$ cat config.mk
export PLATFORM = sky130hd
export DESIGN_NAME = wb_slave_mux
export DESIGN_NICKNAME = d
export VERILOG_FILES = /design/src/rtl/wb_slave_mux.sv
export SDC_FILE = /design/constraint.sdc
export NUM_CORES = 1
export LEC_CHECK = 0
export ABC_AREA = 1
export CORE_AREA = 2 2 261 263
export DETAILED_ROUTE_END_ITERATION = 10
export DIE_AREA = 0 0 263 265
export SYNTH_ARGS = -nofsm -noshare
export SYNTH_HDL_FRONTEND = slang
export SYNTH_SLANG_ARGS = --single-unit
$ cat constraint.sdc
create_clock -name wb_clk_i -period 1.5 [get_ports wb_clk_i]
set_input_delay 0.3 -clock wb_clk_i [delete_from_list [all_inputs] [get_ports wb_clk_i]]
set_output_delay 0.3 -clock wb_clk_i [all_outputs]
set_load 0.01 [all_outputs]
$ cat src/rtl/wb_slave_mux.sv
// wb_slave_mux: one Wishbone B4 classic master fanned out to NUM_SLAVES slaves.
// The address map is set by parameters. The slave select is registered, which
// adds one decode cycle per access. Unmapped addresses, slave errors and slaves
// that never answer all end in a bus error. The failing address and its cause
// are kept in registers for software to read.
module wb_slave_mux #(
  parameter int                           NUM_SLAVES = 5,
  parameter int                           ADDR_W     = 32,
  parameter int                           DATA_W     = 32,
  parameter logic [NUM_SLAVES*ADDR_W-1:0] SLAVE_BASE = '0,
  parameter logic [NUM_SLAVES*ADDR_W-1:0] SLAVE_MASK = '0,
  parameter int                           TIMEOUT    = 255
) (
  input  logic                           wb_clk_i,
  input  logic                           wb_rst_i,
  input  logic [ADDR_W-1:0]              wbm_adr_i,
  input  logic [DATA_W-1:0]              wbm_dat_i,
  input  logic [DATA_W/8-1:0]            wbm_sel_i,
  input  logic                           wbm_we_i,
  input  logic                           wbm_cyc_i,
  input  logic                           wbm_stb_i,
  output logic [DATA_W-1:0]              wbm_dat_o,
  output logic                           wbm_ack_o,
  output logic                           wbm_err_o,
  output logic [NUM_SLAVES*ADDR_W-1:0]   wbs_adr_o,
  output logic [NUM_SLAVES*DATA_W-1:0]   wbs_dat_o,
  output logic [NUM_SLAVES*DATA_W/8-1:0] wbs_sel_o,
  output logic [NUM_SLAVES-1:0]          wbs_we_o,
  output logic [NUM_SLAVES-1:0]          wbs_cyc_o,
  output logic [NUM_SLAVES-1:0]          wbs_stb_o,
  input  logic [NUM_SLAVES*DATA_W-1:0]   wbs_dat_i,
  input  logic [NUM_SLAVES-1:0]          wbs_ack_i,
  input  logic [NUM_SLAVES-1:0]          wbs_err_i,
  output logic                           bus_err_o,
  output logic [ADDR_W-1:0]              err_adr_o,
  output logic [1:0]                     err_cause_o
);

  localparam int SEL_W = (NUM_SLAVES > 1) ? $clog2(NUM_SLAVES) : 1;
  localparam int CNT_W = $clog2(TIMEOUT + 1);

  typedef enum logic [1:0] {S_IDLE, S_BUSY, S_ERR} state_e;
  typedef enum logic [1:0] {
    CAUSE_NONE     = 2'b00,
    CAUSE_UNMAPPED = 2'b01,
    CAUSE_TIMEOUT  = 2'b10,
    CAUSE_SLAVE    = 2'b11
  } cause_e;

  state_e            state_q, state_d;
  logic [SEL_W-1:0]  sel_q, sel_d;
  logic [CNT_W-1:0]  cnt_q, cnt_d;
  cause_e            cause_q, cause_d;        // cause reported by the pending ERR cycle
  logic [ADDR_W-1:0] err_adr_q, err_adr_d;
  cause_e            err_cause_q, err_cause_d;

  logic                  hit;
  logic [SEL_W-1:0]      hit_idx;
  logic [NUM_SLAVES-1:0] sel_onehot;
  logic                  s_ack, s_err;
  logic [DATA_W-1:0]     s_dat;

  // Write-side signals go to every slave. Only cyc/stb pick one slave.
  assign wbs_adr_o = {NUM_SLAVES{wbm_adr_i}};
  assign wbs_dat_o = {NUM_SLAVES{wbm_dat_i}};
  assign wbs_sel_o = {NUM_SLAVES{wbm_sel_i}};
  assign wbs_we_o  = {NUM_SLAVES{wbm_we_i}};

  assign err_adr_o   = err_adr_q;
  assign err_cause_o = err_cause_q;

  // Address decode. The loop runs downwards, so the lowest matching index wins.
  always_comb begin
    // NOTE: every always_comb output gets a default before any branch; a path
    // that leaves one unassigned would infer a latch.
    hit     = 1'b0;
    hit_idx = '0;
    for (int k = NUM_SLAVES - 1; k >= 0; k--) begin
      if ((wbm_adr_i & SLAVE_MASK[k*ADDR_W +: ADDR_W]) ==
          (SLAVE_BASE[k*ADDR_W +: ADDR_W] & SLAVE_MASK[k*ADDR_W +: ADDR_W])) begin
        hit     = 1'b1;
        hit_idx = SEL_W'(k);
      end
    end
  end

  // Pick the registered slave's response lines and build its one-hot strobe mask.
  always_comb begin
    sel_onehot = '0;
    s_ack      = 1'b0;
    s_err      = 1'b0;
    s_dat      = '0;
    for (int k = 0; k < NUM_SLAVES; k++) begin
      if (sel_q == SEL_W'(k)) begin
        sel_onehot[k] = 1'b1;
        s_ack         = wbs_ack_i[k];
        s_err         = wbs_err_i[k];
        s_dat         = wbs_dat_i[k*DATA_W +: DATA_W];
      end
    end
  end

  // Next state and bus outputs. Slave responses reach the master combinationally.
  always_comb begin
    state_d     = state_q;
    sel_d       = sel_q;
    cnt_d       = cnt_q;
    cause_d     = cause_q;
    err_adr_d   = err_adr_q;
    err_cause_d = err_cause_q;
    wbm_dat_o   = '0;
    wbm_ack_o   = 1'b0;
    wbm_err_o   = 1'b0;
    bus_err_o   = 1'b0;
    wbs_cyc_o   = '0;
    wbs_stb_o   = '0;

    unique case (state_q)
      S_IDLE: begin
        if (wbm_cyc_i && wbm_stb_i) begin
          if (hit) begin
            sel_d   = hit_idx;
            cnt_d   = '0;
            state_d = S_BUSY;
          end else begin
            cause_d = CAUSE_UNMAPPED;
            state_d = S_ERR;
          end
        end
      end

      S_BUSY: begin
        wbs_cyc_o = sel_onehot & {NUM_SLAVES{wbm_cyc_i}};
        wbs_stb_o = sel_onehot & {NUM_SLAVES{wbm_cyc_i & wbm_stb_i}};
        wbm_dat_o = s_dat;
        if (!wbm_cyc_i) begin
          // The master abandoned the cycle. A slave answer is dropped and nothing is logged.
          state_d = S_IDLE;
        end else if (wbm_stb_i && s_err) begin
          // A slave error takes priority over an ack that arrives in the same cycle.
          wbm_err_o   = 1'b1;
          bus_err_o   = 1'b1;
          err_adr_d   = wbm_adr_i;
          err_cause_d = CAUSE_SLAVE;
          state_d     = S_IDLE;
        end else if (wbm_stb_i && s_ack) begin
          // An ack in the last allowed cycle still wins over the timeout.
          wbm_ack_o = 1'b1;
          state_d   = S_IDLE;
        end else if (cnt_q == CNT_W'(TIMEOUT - 1)) begin
          cause_d = CAUSE_TIMEOUT;
          state_d = S_ERR;
        end else begin
          cnt_d = cnt_q + CNT_W'(1);
        end
      end

      S_ERR: begin
        wbm_err_o   = 1'b1;
        bus_err_o   = 1'b1;
        err_adr_d   = wbm_adr_i;
        err_cause_d = cause_q;
        state_d     = S_IDLE;
      end

      default: state_d = S_IDLE;
    endcase
  end

  // State and diagnostic registers. Reset is synchronous.
  always_ff @(posedge wb_clk_i) begin
    // NOTE: sequential state uses non-blocking assignments, so every register
    // samples the values from before the clock edge.
    if (wb_rst_i) begin
      state_q     <= S_IDLE;
      sel_q       <= '0;
      cnt_q       <= '0;
      cause_q     <= CAUSE_NONE;
      err_adr_q   <= '0;
      err_cause_q <= CAUSE_NONE;
    end else begin
      state_q     <= state_d;
      sel_q       <= sel_d;
      cnt_q       <= cnt_d;
      cause_q     <= cause_d;
      err_adr_q   <= err_adr_d;
      err_cause_q <= err_cause_d;
    end
  end

endmodule

==> results.py <==
metrics = {
    "logic_synthesis": {
        "yosys.area_share.xor_xnor": 0,
        "ys_ff_latch": 45,
        "yosys.area.top_type": "buf_4",
        "syn_avg_cell_area_sq_um": 7.20,
        "yosysWarningCount": 0,
        "synthesis.instances": 691,
        "synthAdderAreaFrac": 0.0126,
        "ys_types": 26,
        "synth_top_area_frac": 0.534,
        "ys_seq_area_frac": 0.181,
        "synth_top_family_by_area": "buffers and inverters",
        "synth_simple_gate_area_frac": 0.0928,
        "synth-compound-area-share": 0.0901,
        "syn_area_sq_mm": 0.00497,
        "synth_mux_area_frac": 0.00453,
        "synth_area_leaders": "buf_4, dfxtp_1, inv_1, nand2_1, o21ai_0",
    },
    "global_routing": {
        "antenna_found_initial": 1,
        "grt_usage": 0.0485,
        "grt_max_degree": 34,
        "grt_pass1_wl_microns": 23700,
        "grt_pass1_vias": 3465,
        "gr-total-overflow": 0,
    },
    "finish": {
        "fillCellCount": 7743,
        "post-route-util": 0.115,
        "drive_gt1_frac": 0.381,
        "insertedDiodeCount": 0,
        "nNetsFinal": 958,
        "multiInputGateArea_sq_mm": 0.00143,
        "synthToLayoutAreaGrowth_pct": 54.3,
        "regArea_sq_um": 902,
        "final_cells": 1584,
    },
    "clock_network": {
        "ctsHoldBuffers": 0,
        "cts_sinks": 45,
        "numCtsBuffers": 5,
        "root_buffer": "clkbuf_16",
        "cts.htree.levels": 2,
        "clkTransAtPathRegs_ns": 0.09,
        "clock_path_buffers": 2,
        "insertion_delay_ns": 0.33,
        "cts_tree": "done",
    },
    "worst_setup_path": {
        "critPathKind": "flip-flop to primary output",
        "r2r_cells": 9,
        "reg2reg_from": "state_q[1]",
        "cp-start-kind": "flip-flop",
        "r2r_slack_ns": -0.32,
        "required_ns": 1.20,
        "reg2reg_to": "err_adr_o[8]",
        "crit_fanout": 5,
        "crit_path_end_kind": "primary output",
        "arrival_ns": 1.56,
    },
    "timing": {
        "drv_slew": 0,
        "final.min_clock_period_ns": 1.86,
        "final.setup.worst_slack_ns": -0.362,
        "timing_hold_violations_final": 0,
        "rsz0062_at_grt": "true",
        "clock.fmax_mhz": 537,
        "setup_viol": 82,
        "fin_crit_sh": 1.24,
        "finalClockSkew_ns": 0.0149,
        "tns_ns": -20.52,
        "hold_slack_ns": 0.313,
    },
    "run_status": {
        "outcome": "complete, but fails checks",
        "violations": "setup timing",
    },
    "detailed_routing": {
        "dr.pass1.iters": 4,
        "wl_microns": 18200,
        "avgViaCountPerCell": 2.33,
        "drc": 0,
        "wire_per_inst_microns": 11.5,
        "antenna_left": 0,
        "vias": 3686,
        "drt_iter0_drc": 82,
    },
    "placed_design": {
        "place_inst": 1550,
        "port_buffers": 300,
        "dp_hpwl_microns": 13400,
        "globalplace.congestion": 0.704,
    },
    "pwr": {
        "total_power_uw": 8680,
        "p_leak_uw": 0.00340,
        "ir_worst_vdd_uv": 333,
        "powerDensity_mw_per_mm2": 1130,
    },
    "min_path": {
        "worstHoldStart": "wbm_adr_i[13]",
        "min_to": "err_adr_o[13]",
        "hold_depth": 3,
        "hp-class": "input port to flip-flop",
    },
    "floorplan": {
        "die_area_sq_mm": 0.0697,
        "chipHeight_microns": 265,
        "rows": 95,
        "ios": 667,
        "coreArea_sq_mm": 0.0668,
        "start_util": 0.0745,
        "die_width_microns": 263,
    },
    "flow_run": {
        "maxCapViolCount": 0,
    },
}
==> synth_stat cells (all sizes together) <==
library cell / count
or2: 1
buf: 362
nand4: 1
a31oi: 1
nand2: 69
o21ai: 36
nor2: 22
nor3: 3
dfxtp: 45
a21boi: 1
a21oi: 41
nand3: 10
mux2i: 1
inv: 85
ha: 5
conb: 1
clkbuf: 7
==> area by class of cell <==
type                    instances  share of cell area
clock inverters                 2             0.00489
flip-flops and latches         45               0.118
multi-input cells             199               0.186
repair buffers                374               0.488
well taps                     873               0.142
inverters                      85              0.0425
clock buffers                   6              0.0181
==> per-layer routing <==
metal,vias up,global-route usage,part of all wire
met3,60,0.0291,0.13
li1,1760,-,-
met4,2,0.0227,0.033
met1,1619,0.0514,0.38
met5,-,0,0.00072
met2,245,0.0769,0.46
==> kinds of logic after synthesis <==
kind of cell,after synthesis
other,1
DFF,45
buffers and inverters,454
adders and majority gates,5
AOI/OAI and AO/OA,79
and+or+nand+nor,106
muxes,1
==> cells in the final DEF, fill, tap and decap left out, types with 3 or more instances in the layout <==
cell type	instances
conb_1	8
clkdlybuf4s50_1	115
dlymetal6s2s_1	11
nand3_1	9
inv_4	3
clkbuf_2	14
clkbuf_16	8
buf_2	18
nand2_1	33
nor2_4	4
ha_1	4
inv_1	67
nand2_4	14
buf_4	35
o21ai_2	29
o21ai_4	5
buf_6	28
a21oi_1	25
clkdlybuf4s15_1	7
dlygate4sd2_1	96
clkdlybuf4s15_2	20
dfxtp_1	44
buf_8	9
inv_2	15
buf_12	16
nor2_1	16
nand2_2	20
a21oi_2	16
==> worst max path at each step <==
stage | start | end | slack [ns] | depth (start not counted)
2_1_floorplan | state_q[1] | wbm_err_o | 0.002 | 7
3_3_place_gp | wbm_cyc_i | wbm_err_o | -0.67 | 6
3_5_place_dp | wbm_cyc_i | wbm_err_o | -0.68 | 6
4_1_cts | state_q[1] | err_cause_o[1] | -0.46 | 11
5_1_grt | state_q[1] | wbm_ack_o | -0.46 | 9
6_report | state_q[1] | wbm_dat_o[9] | -0.36 | 7
==> repair_timing <==
| action | 4_1_cts | 5_1_grt |
|---|---|---|
| setup endpoints to repair | 272 | 128 |
| buffers inserted | 14 | 12 |
| resized for setup | 421 | 148 |
| cloned | 5 | 3 |
| pin swaps | 8 | 12 |
==> sequential cells by signal (all words and copies together) (netlist names) <==
register and cells:
err_cause_o 2, state_q 2, err_adr_o 32, cause_q 1
cnt_q 8
==> metrics by stage <==
| stage | instance area (sq um) | worst slack (ns) |
|---|---|---|
| after floorplan | 5020 | 0.00205 |
| after global placement | 6820 | -0.674 |
| after detailed placement | 6820 | -0.676 |
| after CTS | 7260 | -0.459 |
| after global routing | 7680 | -0.456 |
| final | 7680 | -0.362 |
==> report_power, final <==
group / internal, uW / switching [uW]
Combinational: 2840 / 2630
Sequential: 1540 / 186
Clock: 837 / 650
==> critical path: stages (launching register included) <==
cell and delay, ns:
dfxtp_2 0.33, inv_2 0.08, ha_4 0.21, buf_4 0.15
buf_12 0.12, nand2_1 0.07, inv_1 0.07, clkdlybuf4s15_2 0.22
Note: power is estimated with default switching activity, not from simulation.
